<file path="config.mk">
export PLATFORM = sky130hd
export DESIGN_NAME = pong_game_ctrl
export DESIGN_NICKNAME = d
export VERILOG_FILES = /design/src/rtl/pong_game_ctrl_pkg.sv /design/src/rtl/pong_game_ctrl_btn_edge.sv /design/src/rtl/pong_game_ctrl.sv
export SDC_FILE = /design/constraint.sdc
export NUM_CORES = 1
export LEC_CHECK = 0
export ABC_AREA = 1
export BUFFER_PORTS_ARGS = -buffer_cell sky130_fd_sc_hd__buf_2
export CORE_AREA = 3 3 40 42
export CTS_BUF_LIST = sky130_fd_sc_hd__clkbuf_4
export DETAILED_ROUTE_END_ITERATION = 8
export DIE_AREA = 0 0 43 45
export PLACE_DENSITY = 0.57
export SKIP_LAST_GASP = 1
export SLEW_MARGIN = 20
export SYNTH_ARGS = -nofsm -noshare
export SYNTH_HDL_FRONTEND = slang
export SYNTH_SLANG_ARGS = --single-unit
</file>
<file path="constraint.sdc">
create_clock -name clk -period 1.5 [get_ports clk]
set_input_delay 0.15 -clock clk [delete_from_list [all_inputs] [get_ports clk]]
set_output_delay 0.15 -clock clk [all_outputs]
set_load 0.1 [all_outputs]
</file>
<file path="src/rtl/pong_game_ctrl_pkg.sv">
// pong_game_ctrl_pkg: shared state encoding and countdown timer constants for the pong game
package pong_game_ctrl_pkg;
    localparam logic [1:0] NEWGAME = 2'b00;
    localparam logic [1:0] PLAY    = 2'b01;
    localparam logic [1:0] NEWBALL = 2'b10;
    localparam logic [1:0] OVER    = 2'b11;
    localparam int TIMER_W = 7;
    localparam logic [TIMER_W-1:0] TIMER_LOAD = 7'd127;
endpackage

</file>
<file path="src/rtl/pong_game_ctrl_btn_edge.sv">
// pong_game_ctrl_btn_edge: one-cycle press event on a rising edge of any paddle button
module pong_game_ctrl_btn_edge (
    input  logic       clk,
    input  logic       reset,
    input  logic [1:0] btn,
    output logic       press
);
    logic [1:0] btn_q;
    always_ff @(posedge clk or posedge reset)
        if (reset) btn_q <= 2'b00;
        else btn_q <= btn;
    assign press = |(btn & ~btn_q);
endmodule

</file>
<file path="src/rtl/pong_game_ctrl.sv">
// pong_game_ctrl: game sequencer FSM, ball counter, timer and score control pulses
module pong_game_ctrl
    import pong_game_ctrl_pkg::*;
#(
    parameter int BALLS = 3,
    parameter int BW    = 2
) (
    input  logic          clk,
    input  logic          reset,
    input  logic [1:0]    btn,
    input  logic          refr_tick,
    input  logic          hit,
    input  logic          miss,
    input  logic          timer_up,
    output logic          timer_start,
    output logic          timer_tick,
    output logic          gra_still,
    output logic          score_inc,
    output logic          score_clr,
    output logic [BW-1:0] balls_left,
    output logic [1:0]    state
);
    localparam logic [BW-1:0] BALLS_FULL = BW'(BALLS);
    localparam logic [BW-1:0] BALLS_SERVE = BW'(BALLS - 1);
    logic          press;
    logic          guard;
    logic          up;
    logic          last_ball;
    logic [1:0]    state_next;
    logic [BW-1:0] balls_next;
    pong_game_ctrl_btn_edge u_btn_edge (
        .clk   (clk),
        .reset (reset),
        .btn   (btn),
        .press (press)
    );
    assign timer_tick = refr_tick;
    // the timer reloads one edge after timer_start, so its timer_up is stale on the entry cycle
    assign up = timer_up & ~guard;
    assign last_ball = balls_left == '0;
    always_comb begin
        state_next = state;
        balls_next = balls_left;
        case (state)
            NEWGAME: begin
                state_next = press ? PLAY : NEWGAME;
                balls_next = press ? BALLS_SERVE : BALLS_FULL;
            end
            PLAY: begin
                state_next = miss ? (last_ball ? OVER : NEWBALL) : PLAY;
                balls_next = (miss && !last_ball) ? balls_left - 1'b1 : balls_left;
            end
            NEWBALL: state_next = (up && press) ? PLAY : NEWBALL;
            default: begin
                state_next = up ? NEWGAME : OVER;
                balls_next = up ? BALLS_FULL : balls_left;
            end
        endcase
    end
    always_ff @(posedge clk or posedge reset)
        if (reset) begin
            state       <= NEWGAME;
            balls_left  <= BALLS_FULL;
            gra_still   <= 1'b1;
            timer_start <= 1'b0;
            score_inc   <= 1'b0;
            score_clr   <= 1'b0;
            guard       <= 1'b0;
        end else begin
            state       <= state_next;
            balls_left  <= balls_next;
            gra_still   <= state_next != PLAY;
            timer_start <= state == PLAY && miss;
            score_inc   <= state == PLAY && hit && !miss;
            score_clr   <= state == NEWGAME && press;
            guard       <= state == PLAY && miss;
        end
endmodule

</file>
======== Word-level counts from Yosys, hierarchy flattened ========
Cells that the tools add are included.
word-level totals
  flip-flop bits (word level) ............. 10
  latch bits .............................. 0
  logic and storage cells ................. 40
  input port bits ......................... 8
  output and inout bits ................... 9
  memory bits (read-only) ................. 0
  RAM bits ................................ 0
  memories kept ........................... 0
cells by class
  reduce and logical (&&, ||, !) cells .... 13
  add/subtract/negate cells ............... 1
  multipliers ............................. 0
  multiplexer cells ....................... 10
  equality and inequality tests ........... 4
  shift operators ......................... 0
  $lt $le $gt $ge ......................... 0
  bitwise operators ....................... 5
  divide/modulo/power cells ............... 0
operators by type and width
  kind                                               count
  one-hot mux 2 bit (3 select lines)                 2
  two-way mux 2 bit                                  5
  logical AND 1 bit                                  6
  zero test 2 bit                                    2
  two-way mux 1 bit                                  3
  AND reduction 3 bit                                1
  nonzero test 3 bit                                 1
  bitwise AND 2 bit                                  1
  == test 2 x 1 -> 1 bit (second input constant)     1
  == test 2 bit (second input constant)              1
  zero test 1 bit                                    2
  != test 2 x 1 -> 1 bit (second input constant)     1
  != test 2 bit (second input constant)              1
  NOT 1 bit                                          2
  NOT 2 bit                                          1
  OR reduction 2 bit                                 1
  subtractor 2 x 1 -> 2 bit (second input constant)  1
  bitwise AND 1 bit                                  1

======== Logic depth before layout (Yosys ltp) ========
  depth after elaboration ................. 7
  depth in mapped cells ................... 8
  depth with buffers taken out ............ 8

======== Hierarchy ========
From an unflattened synthesis, not the netlist that was laid out.
second synthesis, totals
  cells, all modules ...................... 62
  area total of the unflattened synthesis .. 495.5 um^2
modules (own cells, without submodules)
  module                   cells an instance  area each (um^2)  instances  seq. area each (um^2)
  pong_game_ctrl           54                 422.9             1          203.9
  pong_game_ctrl_btn_edge  8                  72.6              1          50.0

======== Least setup slack after synthesis ========
Ideal clock, no wire load.
  kind .................................... flip-flop to flip-flop
  start point ............................. register balls_left[0]
  end point ............................... register balls_left[0]
  data arrival time ....................... 1.520 ns
  path buffers ............................ 0
  slack ................................... -0.098 ns
  setup time .............................. 0.078 ns
  period minus slack after synthesis ...... 1.598 ns
  data required time ...................... 1.422 ns
  cell stages (with the launch flop) ...... 9
  cell sequence ........................... dfstp_2 > inv_1 > ha_1 > inv_1 > nand2_1 > nand2_4 > nand2_4 > nand2_1 > o21ai_2
on the way
  word-level cells in the longest chain between the ends .. 5
  elaborated cells between the ends (all ways) .. 8
  classes of those cells .................. add/sub: 1; eq/ne: 1; mux: 2; reduce/logical: 4
RTL lines
  what                                                               line                  source
  start: declaration                                                 pong_game_ctrl.sv:20  output logic [BW-1:0] balls_left,
  start signal: assignment                                           pong_game_ctrl.sv:71  balls_left <= balls_next;
  branches (longest 5 deep; another with subtractor 2 x 1 -> 2 bit)  n/a
Several ways; the timed one is not identified. The select of a mux whose other input is x is not followed.
A chain may end at the register's enable or synchronous reset.

======== Final worst setup path ========
Ends and elaborated chain as after synthesis.

==> out/results.ini <==
[global_routing]
antenna_found_initial=0
grt_pass1_wl_um=1520
track_usage_pct=11.2
grt_pass1_vias=383
grt_overflow=0
grt_max_degree=11

[synth]
synth.net_count=67
synth_most_common_cell=nand2_1
synthFlopType=dfrtp_1
yosysUniqueCellTypes=14
synth_area_leader_cell=dfrtp_1
yosysSeqAreaShare_pct=52.7
synth-edff-count=0
ys_seq_elements=10
ys_top_cells_by_count=nand2_1, inv_1, dfrtp_1, nor2_1
synthTopCellsByArea=dfrtp_1, dfstp_2, nand2_1
synth_async_sr_flop_share_pct=100
netlist.area_leader.share_pct=36.4
avgSynthCellArea_um2=8.31
synthesis.area_um2=482
netlist_instances=58
yosys_warnings=0

[critical_path]
critPathMaxFanout=4
worst_setup_path_start_kind=flop
cp.required_ps=1700
r2r-start=balls_left[0]
crit_buf_inv=2
cp.arrival_ps=1540
critPathCaptureType=flop
crit_path_max_incr_delay_ps=640
cp.depth=8
reg2reg_depth=8
path_class=flop to flop
critPathLaunch=balls_left[0]
cp_top_family=flip-flops
cp_slowest_cell=dfstp_4
r2r_end=balls_left[0]
crit_chain=inv_1 > ha_1 > inv_1 > nand2_1 > nand2_4 > nand2_4 > nand2_1 > o21ai_2
worstSetupEndpoint=balls_left[0]
reg2reg_setup_slack_ps=160

[drt]
vias=400
routed_via_density=4.40
drtAntennaViolNets=0
post_drt_wl_per_cell_um=9.70
drc=0
dr.pass1.iters=4
routed_wl_um=883
drt_first_iter_violations=4

[sta]
setup_viol=0
hold_viol=0
tightest_slew_ps=485
drv_slew=0
period_minus_slack_ps=1340
max_freq_mhz=748
fin_hold_ws_ps=8.85
fin_tns_setup_ps=0
fin_crit_sh_pct=89.2
clock_skew_ps=6.62
maxSlewHeadroom_pct=67.9
rsz0062_at_grt=no

[final_layout]
num_antenna_cells=0
nFillCells=130
regArea_um2=264
multi_input_area_um2=171
nNetsFinal=86
final_util_pct=50.0
drive_gt1_share_pct=39.5
final_cells=91
area_growth_pct=33.5

[cts]
clock_path_buffers=2
postCtsSetupBuffers=0
clk_pin_slew_ps=70
clock-sinks=10
tritoncts=yes
cts_buffers=3
insertion_delay_ps=260
cts_hold_buf=1
h-tree-depth=1
cts_root_buffer=clkbuf_4
post_cts_resized=0

[place]
place_hpwl_um=689
dp_cells=86
gp_congestion=0.733
numPortBuffers=14

[floorplan]
ioPinCount=17
coreArea_mm2=0.00128
die_area_mm2=0.00194
rows=13
floorplan.initialDensity_pct=37.5
fp.dieW_um=43
die_h_um=45

[run_status]
outcome=finished, final reports clean

[hold_path]
hold_path_class=primary input to flop

[run]
drv_cap=0

[sequential cells by signal (all words and copies together) (netlist names)]
| register | cells |
|---|---|
| balls_left | 2 |
| gra_still | 1 |
| guard | 1 |
| score_clr | 1 |
| score_inc | 1 |
| state | 2 |
| u_btn_edge.btn_q | 2 |
[kinds of logic (layout without fill, tap and decap cells)]
kind of cell	count (synthesis)	after routing	synth area share (%)
and+or+nand+nor	30	30	28.3
buffers and inverters	14	32	11.7
adders and majority gates	1	1	2.60
DFF	10	10	52.7
AOI/OAI and AO/OA	3	3	4.67
[layout by cell type, fill, tap and decap left out, types with 2 or more instances in the layout]
cell	Yosys	layout
dfrtp_1	7	5
inv_1	11	11
nand3_1	3	3
o21ai_2	2	2
dfstp_4	0	2
nor2_1	7	7
nand2_4	2	2
clkbuf_4	0	4
buf_12	0	2
inv_2	2	2
nand2_1	16	16
buf_2	0	12
dfrtp_2	0	2
[final cells by class]
type	count	area share (%)
inverters	13	7.59
well taps	15	2.92
multi-input cells	34	26.7
flip-flops and latches	10	41.1
clock buffers	4	4.67
repair buffers	15	17.1
[how the worst min path moves through the flow]
stage | depth (start not counted) | slack, ps | endpoint | startpoint
after floorplan | 1 | -10 | guard | reset
after global placement | 2 | 140 | guard | reset
after detailed placement | 2 | 140 | u_btn_edge.btn_q[0] | reset
after CTS | 1 | 6 | u_btn_edge.btn_q[0] | btn[0]
after global routing | 1 | 7 | u_btn_edge.btn_q[1] | btn[1]
final | 1 | 9 | u_btn_edge.btn_q[0] | btn[0]
[routing by layer]
layer	up-vias	routed length [µm]	share of wire (%)	GRT usage, %
met4	0	15	1.7	10.8
met2	9	418	47	17.7
met1	182	400	45	12.5
met5	-	0	0	0
met3	2	49	5.5	2.39
li1	207	-	-	-
[worst register-to-register path, stage by stage, from the launching register on]
cell	delay, ps
dfstp_4	640
inv_1	50
ha_1	180
inv_1	50
nand2_1	70
nand2_4	100
nand2_4	60
nand2_1	70
o21ai_2	50
[through the flow]
stage          worst slack, ps  area [µm²]
2_1_floorplan             15.4         492
3_3_place_gp               179         603
3_5_place_dp               166         603
4_1_cts                    147         643
5_1_grt                   46.6         643
6_report                   163         643
Power is left out: the tool's default activity adds up to more than one toggle a clock period on the data nets, which glitch-free logic cannot reach.
